<file path="src/rtl/cpu_pkg.sv">
// Shared definitions for the CPU register-dump block: default register file
// geometry and the dump controller state encoding.
package cpu_pkg;

  localparam int XLEN     = 32;
  localparam int NUM_REGS = 32;
  localparam int IDX_W    = 6;

  typedef enum logic [1:0] {
    RUN  = 2'd0,
    DUMP = 2'd1,
    DONE = 2'd2
  } state_e;

endpackage

</file>
<file path="src/rtl/cpu_reg_dump.sv">
// Counts CPU run cycles until halt (or timeout), then snapshots the register
// file and streams {cycle_count, r0 .. r(N-1)} over a valid/ready port.
module cpu_reg_dump #(
  parameter int MAX_CLOCKS = 100000,
  parameter int XLEN       = cpu_pkg::XLEN,
  parameter int NUM_REGS   = cpu_pkg::NUM_REGS
) (
  input  logic            clk,
  input  logic            rst,
  input  logic [XLEN-1:0] registers [0:NUM_REGS-1],
  input  logic            completed,
  output logic            out_valid,
  input  logic            out_ready,
  output logic [XLEN-1:0] out_data,
  output logic [5:0]      out_index,
  output logic            out_last,
  output logic [31:0]     cycle_count,
  output logic            timed_out,
  output logic            dump_done
);
  import cpu_pkg::*;

  // Snapshot address width; the word index is one wider in range (0..NUM_REGS).
  localparam int          SNAP_AW    = (NUM_REGS > 1) ? $clog2(NUM_REGS) : 1;
  localparam logic [31:0] TIMEOUT_AT = 32'(MAX_CLOCKS - 1);
  localparam logic [5:0]  LAST_IDX   = 6'(NUM_REGS);

  state_e            state_q, state_d;
  logic [5:0]        index_q, index_d;
  logic [31:0]       cycle_count_q, cycle_count_d;
  logic              out_valid_q, out_valid_d;
  logic [XLEN-1:0]   out_data_q, out_data_d;
  logic              out_last_q, out_last_d;
  logic              timed_out_q, timed_out_d;
  logic              dump_done_q, dump_done_d;
  logic              snap_take;
  logic [XLEN-1:0]   snap_q [0:NUM_REGS-1];
  logic [SNAP_AW-1:0] rd_addr;

  // Word k (k >= 1) of the stream lives in snap_q[k-1]; while offering word
  // index_q the next word to load is snap_q[index_q].
  assign rd_addr = index_q[SNAP_AW-1:0];

  // Next-state and registered-output computation for the RUN/DUMP/DONE controller.
  always_comb begin
    state_d       = state_q;
    index_d       = index_q;
    cycle_count_d = cycle_count_q;
    out_valid_d   = out_valid_q;
    out_data_d    = out_data_q;
    out_last_d    = out_last_q;
    timed_out_d   = timed_out_q;
    dump_done_d   = dump_done_q;
    snap_take     = 1'b0;
    unique case (state_q)
      RUN: begin
        // Halt beats timeout when both happen on the same cycle.
        if (completed || (cycle_count_q == TIMEOUT_AT)) begin
          snap_take   = 1'b1;
          state_d     = DUMP;
          index_d     = 6'd0;
          out_valid_d = 1'b1;
          out_data_d  = XLEN'(cycle_count_q);
          out_last_d  = (LAST_IDX == 6'd0);
          timed_out_d = !completed;
        end else begin
          cycle_count_d = cycle_count_q + 32'd1;
        end
      end
      DUMP: begin
        if (out_ready) begin
          if (index_q == LAST_IDX) begin
            state_d     = DONE;
            out_valid_d = 1'b0;
            out_last_d  = 1'b0;
            dump_done_d = 1'b1;
          end else begin
            index_d    = index_q + 6'd1;
            out_data_d = snap_q[rd_addr];
            out_last_d = ((index_q + 6'd1) == LAST_IDX);
          end
        end
      end
      DONE: begin
        // Parked until reset; completed is ignored here.
      end
      default: state_d = RUN;
    endcase
  end

  // Controller state and output registers; reset overrides everything.
  always_ff @(posedge clk) begin
    if (rst) begin
      state_q       <= RUN;
      index_q       <= 6'd0;
      cycle_count_q <= 32'd0;
      out_valid_q   <= 1'b0;
      out_data_q    <= '0;
      out_last_q    <= 1'b0;
      timed_out_q   <= 1'b0;
      dump_done_q   <= 1'b0;
    end else begin
      state_q       <= state_d;
      index_q       <= index_d;
      cycle_count_q <= cycle_count_d;
      out_valid_q   <= out_valid_d;
      out_data_q    <= out_data_d;
      out_last_q    <= out_last_d;
      timed_out_q   <= timed_out_d;
      dump_done_q   <= dump_done_d;
    end
  end

  // Capture the whole register file on the trigger cycle; later changes to
  // the live registers never reach the stream.
  always_ff @(posedge clk) begin
    if (snap_take && !rst) begin
      for (int i = 0; i < NUM_REGS; i++) begin
        snap_q[i] <= registers[i];
      end
    end
  end

  assign out_valid   = out_valid_q;
  assign out_data    = out_data_q;
  assign out_index   = index_q;
  assign out_last    = out_last_q;
  assign cycle_count = cycle_count_q;
  assign timed_out   = timed_out_q;
  assign dump_done   = dump_done_q;

endmodule
</file>
<file path="config.mk">
export PLATFORM = sky130hd
export DESIGN_NAME = cpu_reg_dump
export DESIGN_NICKNAME = d
export VERILOG_FILES = /design/src/rtl/cpu_pkg.sv /design/src/rtl/cpu_reg_dump.sv
export SDC_FILE = /design/constraint.sdc
export NUM_CORES = 1
export LEC_CHECK = 0
export ABC_AREA = 1
export ABC_CLOCK_PERIOD_IN_PS = 31600
export CAP_MARGIN = 20
export CORE_AREA = 5 5 425 427
export DETAILED_ROUTE_END_ITERATION = 7
export DIE_AREA = 0 0 430 432
export GPL_ROUTABILITY_DRIVEN = 0
export PLACE_DENSITY = 0.53
export SYNTH_ARGS = -nofsm -noshare
export SYNTH_HDL_FRONTEND = slang
export SYNTH_SLANG_ARGS = --single-unit
</file>
<file path="constraint.sdc">
create_clock -name clk -period 31.6 [get_ports clk]
set_input_delay 4.74 -clock clk [delete_from_list [all_inputs] [get_ports clk]]
set_output_delay 4.74 -clock clk [all_outputs]
set_load 0.005 [all_outputs]
</file>
==> out/metrics.yaml, run 1 <==
syn_nets: 5244
status: "completed"
tightest_slew_ns: 1.08
grt_start_max_net_pins: 180
place_hpwl_um: 160000
slowest_delay_ns: 0.88
viasPerCell: 4.70
irDropWorstVdd_mv: 0.0494
worst-path-stages: 8
startpoint_type: "primary input"
final-max-slew-violation-count: 0
reg2reg_to: "snap_q[2][7]$_DFFE_PP_"
fillers: 17500
crit_family: "buffers and inverters"
worstPathMaxFanout: 135
synth_edf_count: 1024
met3_length_um: 15200
slew_headroom_pct: 28.2
rows: 154
fin_nets: 6269
drive_gt1_share_pct: 4.59
cts_root_buf: "clkbuf_16"
hp-class: "flip-flop to flip-flop"
syn_area_sq_um: 45700
leakage_nw: 22.9
post-route-period-util_pct: 29.9
clock_path_buffers: 3
cts_tree: "yes"
drt_iter0_markers: 3859
rr_worst_depth: 12
fin_setup_tns_ns: 0
htree_levels: 4
maxCapViolations: 0
hold_path_end: "dump_done$_SDFFE_PP0P_"
r2r_slack_ns: 25.97
clock_sinks: 1105
clk_latency_ns: 0.79
cts_made_buffers: 132
cts_resized: 0
setup_viol: 0
fmax_ghz: 0.106
arrival_ns: 9.85
wl_per_cell_um: 27.5
end_kind: "flip-flop"
wirelength_um: 212000
multi_input_area_sq_um: 11800
seq_area_sq_um: 32400
final_util_pct: 36.0
reg2reg_from: "cycle_count[0]$_SDFFE_PP0P_"
layout_common_cells: "nand2_1 (1447), clkdlybuf4s50_1 (1101), edfxtp_1 (1024)"
drtPass1Iterations: 8
io_buffers: 1101
holdCritStartpoint: "dump_done$_SDFFE_PP0P_"
ant_nets: 0
ys.flop_type: "edfxtp_1"
drcViolationCount: 0
initial_core_util_pct: 26.0
yosysSeqAreaShare_pct: 70.9
ioPinCount: 1102
hold_viol_final: 0
die_area_sq_um: 186000
core_sq_um: 176000
avgSynthCellArea_sq_um: 10.8
path_buf_inv: 7
grt-ovfl-total: 0
die_w_um: 430
power_density_nw_per_um2: 60.2
grt_pass1_wl_um: 284000
wirelength_met1_um: 84000
path_cells: "clkdlybuf4s50_1 -> buf_4 -> inv_2 -> nand3_1 -> inv_8 -> buf_12 -> buf_4 -> buf_4"
cpMaxStageDelayCell: "buf_4"
syn_to_final_growth_pct: 38.5
syn_inst: 4212
cpMostUsedCell: "buf_4"
hold-path-cell-count: 2
ys_ff_latch: 1105
cts_setup_buffers: 0
hold_buffers: 0
final_common_cell: "nand2_1"
wl_met2_um: 107000
globalRouteTotalUtil_pct: 22.0
die_h_um: 432
grt_pass1_vias: 34900
period_needed_ns: 9.46
synthArstFlopShare_pct: 0
clock_skew_ns: 0.0341
top_layer: "met5"
required_ns: 31.99
via_count: 36200
rsz0062_at_grt: "false"
yosysWarnings: 0
critPathKind: "primary input to flip-flop"
antenna_found_initial: 68
clk_pin_slew_ns: 0.06
synth_cell_type_count: 33
[final cells by class]
cell class              instances  share of cell area (%)
diodes                         39                   0.154
clock buffers                 167                    5.61
clock inverters                69                    1.02
inverters                      85                   0.554
multi-input cells            2763                    18.7
flip-flops and latches       1105                    51.2
well taps                    2340                    4.63
repair buffers               1150                    18.1
[per-stage QoR]
step | power (W) | cell area [sq um] | hold slack (ns) | setup slack (ns) | instances
after CTS | 0.00386 | 63100 | 0.476 | 22.18 | 7678
final | 0.00381 | 63200 | 0.473 | 22.14 | 7718
after global placement | 0.00235 | 58900 | 0.456 | 21.37 | 7441
after floorplan | 0.00214 | 45700 | 0.447 | 5.27 | 4212
after detailed placement | 0.00236 | 58900 | 0.467 | 21.30 | 7442
after global routing | 0.00396 | 63200 | 0.511 | 21.86 | 7709
[cells in the mapped netlist, types with 2 or more instances]
cell type / count / area share [%]
nand2_1: 1447 / 12
edfxtp_1: 1024 / 67
nand3_1: 706 / 7.7
nor2_1: 349 / 2.9
buf_2: 123 / 1.3
clkbuf_1: 102 / 0.84
dfxtp_1: 81 / 3.6
inv_1: 80 / 0.66
o21ai_0: 76 / 0.83
a21oi_1: 50 / 0.55
nand4_1: 45 / 0.62
buf_1: 25 / 0.21
nor3_1: 24 / 0.26
o21ai_1: 21 / 0.23
xor2_1: 13 / 0.25
o21bai_1: 12 / 0.20
a21boi_0: 5 / 0.082
buf_6: 4 / 0.099
ha_1: 4 / 0.11
clkbuf_2: 3 / 0.033
inv_2: 3 / 0.025
buf_4: 2 / 0.033
nand3_2: 2 / 0.044
nor2_4: 2 / 0.049
[flip-flops by register name, indices dropped and copies added (netlist names), named ones only]
signal and count:
snap_q 1024, cycle_count 32, out_data 32, out_index 6, state_q 2, dump_done 1, out_last 1, out_valid 1
timed_out 1
[power by group]
| part | switching, W | internal (W) | total (W) |
|---|---|---|---|
| Combinational | 0.000338 | 0.000200 | 0.000538 |
| Sequential | 0.0000380 | 0.00174 | 0.00177 |
| Clock | 0.000645 | 0.000852 | 0.00150 |
| Total | 0.00102 | 0.00279 | 0.00381 |
[worst max-delay path by stage]
stage               startpoint                      end  slack (ns)
detailed placement         rst  snap_q[23][9]$_DFFE_PP_       21.30
global route               rst   snap_q[2][7]$_DFFE_PP_       21.86
floorplan            completed   snap_q[0][0]$_DFFE_PP_        5.27
global placement           rst  snap_q[21][9]$_DFFE_PP_       21.37
finish                     rst   snap_q[2][7]$_DFFE_PP_       22.14
CTS                        rst   snap_q[2][7]$_DFFE_PP_       22.18
[layer usage]
metal / track usage (%) / up-vias
met5: 0 / -
met4: 6.91 / 26
met3: 5.18 / 291
met2: 37.8 / 1603
met1: 27.3 / 17700
li1: - / 16600
[worst register-to-register path, delay by kind of cell, from the launching register on]
kind	cells	cell delay, ns
buffers and inverters	4	3.35
flip-flops	1	0.52
AND/OR/NAND/NOR	7	0.90
adder cells (fa/ha/maj)	1	0.42
[logic make-up after synthesis]
family	share of synthesized area (%)
xor+xnor	0.269
buf+inv	3.26
compound gates	1.92
simple gates	23.5
flops	70.9
fa+ha+maj	0.110
Power figures use the tool's default switching activity.
==> run 2: changes to the inputs <==
Settings changed: ABC_CLOCK_PERIOD_IN_PS 31600 to 9800.
Clock period 31.6 ns to 9.8 ns, I/O delays scaled along.
==> out/metrics.yaml, run 2 (synthesis results as in run 1) <==
status: "completed"
die_area_sq_um: 186000  # unchanged
grt_start_max_net_pins: 166  # -7.8%
cts_tree: "yes"
viasPerCell: 4.69  # about the same
multi_input_area_sq_um: 11800  # +0.17%
hold_buffers: 0  # unchanged
power_density_nw_per_um2: 194  # +220%
hp-class: "flip-flop to flip-flop"
preCtsSetupSlack_ns: 4.10  # -17.20 ns
cts_root_buf: "clkbuf_16"
required_ns: 10.22  # -21.77 ns
final-max-slew-violation-count: 0  # unchanged
clk_latency_ns: 0.80  # about the same
drt_iter0_markers: 3607  # -6.5%
fillers: 17600  # +0.63%
worstPathMaxFanout: 66  # -51%
fmax_ghz: 0.212
startpoint_type: "primary input"
wirelength_um: 213000  # +0.32%
core_sq_um: 176000  # unchanged
globalRouteTotalUtil_pct: 22.0  # +0.089 points
grt_pass1_vias: 35600  # +2.0%
htree_levels: 4  # unchanged
grt_pass1_wl_um: 285000  # +0.48%
die_w_um: 430  # unchanged
layout_common_cells: "nand2_1 (1447), clkdlybuf4s50_1 (1101), edfxtp_1 (1024)"
hold_viol_final: 0  # unchanged
end_kind: "flip-flop"
drtPass1Iterations: 6  # -2
initial_core_util_pct: 26.0  # unchanged
period_needed_ns: 4.73
slew_headroom_pct: 26.0  # -2.2 points
post-route-period-util_pct: 48.2
largest_register_ffs: 1024  # unchanged
final_util_pct: 36.0  # about the same
drcViolationCount: 0  # unchanged
largest-register: "snap_q"
leakage_nw: 22.9  # about the same
clk_pin_slew_ns: 0.06  # about the same
cts_resized: 0  # unchanged
path_cells: "clkdlybuf4s50_1 -> buf_4 -> inv_2 -> nand3_4 -> clkinvlp_4 -> buf_4 -> buf_4"
dp_cells: 7443  # +0.013%
cpMostUsedCell: "buf_4"
clock_skew_ns: 0.0322  # -0.00195 ns
final_common_cell: "nand2_1"
grt-ovfl-total: 0  # unchanged
place_hpwl_um: 160000  # about the same
clock_path_buffers: 3  # unchanged
rows: 154  # unchanged
die_h_um: 432  # unchanged
seq_area_sq_um: 32400  # unchanged
ant_nets: 0  # unchanged
via_count: 36300  # +0.27%
stdcell_count: 7742  # +0.31%
syn_to_final_growth_pct: 38.6  # about the same
r2r_slack_ns: 5.55  # -20.42 ns
layout_setup_ws_ns: 5.07  # -17.07 ns
maxCapViolations: 0  # unchanged
antenna_found_initial: 84  # +24%
cts_made_buffers: 132  # unchanged
irDropWorstVdd_mv: 0.147  # +200%
wl_per_cell_um: 27.5  # about the same
drive_gt1_share_pct: 4.65  # +0.056 points
cpMaxStageDelayCell: "buf_4"
arrival_ns: 5.15  # -4.70 ns
cts_setup_buffers: 0  # unchanged
fin_setup_tns_ns: 0  # unchanged
tightest_slew_ns: 1.11  # +0.0325 ns
clock_sinks: 1105  # unchanged
io_buffers: 1101  # unchanged
ioPinCount: 1102  # unchanged
slowest_delay_ns: 0.78  # -0.10 ns
rsz0062_at_grt: "false"
critPathKind: "primary input to flip-flop"
fin_nets: 6269  # unchanged
setup_viol: 0  # unchanged
## run 2: cell types whose count changed in the layout (fill, tap and decap cells not counted), sizes merged
cell    delta
clkinv     +3
diode     +24
clkbuf     -1
inv        -2
## run 2: per-layer routing
metal / up-vias / global-route usage [%] / wire (um)
li1: 16600 / - / -
met1: 17800 / 27.1 / 83500
met2: 1575 / 37.2 / 106000
met3: 316 / 5.39 / 15700
met4: 24 / 9.15 / 7810
met5: - / 0 / 161
## run 2: power breakdown
group | switching (W) | total (W) | internal (W)
sequential | 0.000118 | 0.00571 | 0.00559
combinational | 0.00110 | 0.00175 | 0.000649
clock | 0.00208 | 0.00479 | 0.00271
## run 2: worst paths after layout
check             depth (start not counted)                        end                    from
hold reg to reg                           2     dump_done$_SDFFE_PP0P_  dump_done$_SDFFE_PP0P_
setup / recovery                          7   snap_q[27][20]$_DFFE_PP_                     rst
setup reg to reg                          9  out_data[29]$_SDFFE_PP0P_               flip-flop
hold / removal                            2     dump_done$_SDFFE_PP0P_  dump_done$_SDFFE_PP0P_
## run 2: final cells by class
| cell class | count | share of cell area, % |
|---|---|---|
| inverter | 85 | 0.568 |
| sequential | 1105 | 51.2 |
| tap | 2340 | 4.63 |
| timing repair buffer | 1150 | 18.1 |
| clock inverter | 70 | 1.05 |
| antenna | 63 | 0.249 |
| clock buffer | 166 | 5.51 |
| multi-input combinational | 2763 | 18.7 |
## run 2: stage by stage
stage               hold slack, ns  instance area (sq um)  total power (W)
floorplan                    0.447                  45700          0.00678
global placement             0.452                  59000          0.00759
detailed placement           0.442                  59000          0.00760
CTS                          0.451                  63100           0.0124
global route                 0.496                  63200           0.0127
finish                       0.449                  63300           0.0123
## run 2: critical path: cells and delay by family
kind                   cells  cell delay [ns]
buffers and inverters      6             3.32
and+or+nand+nor            1             0.15
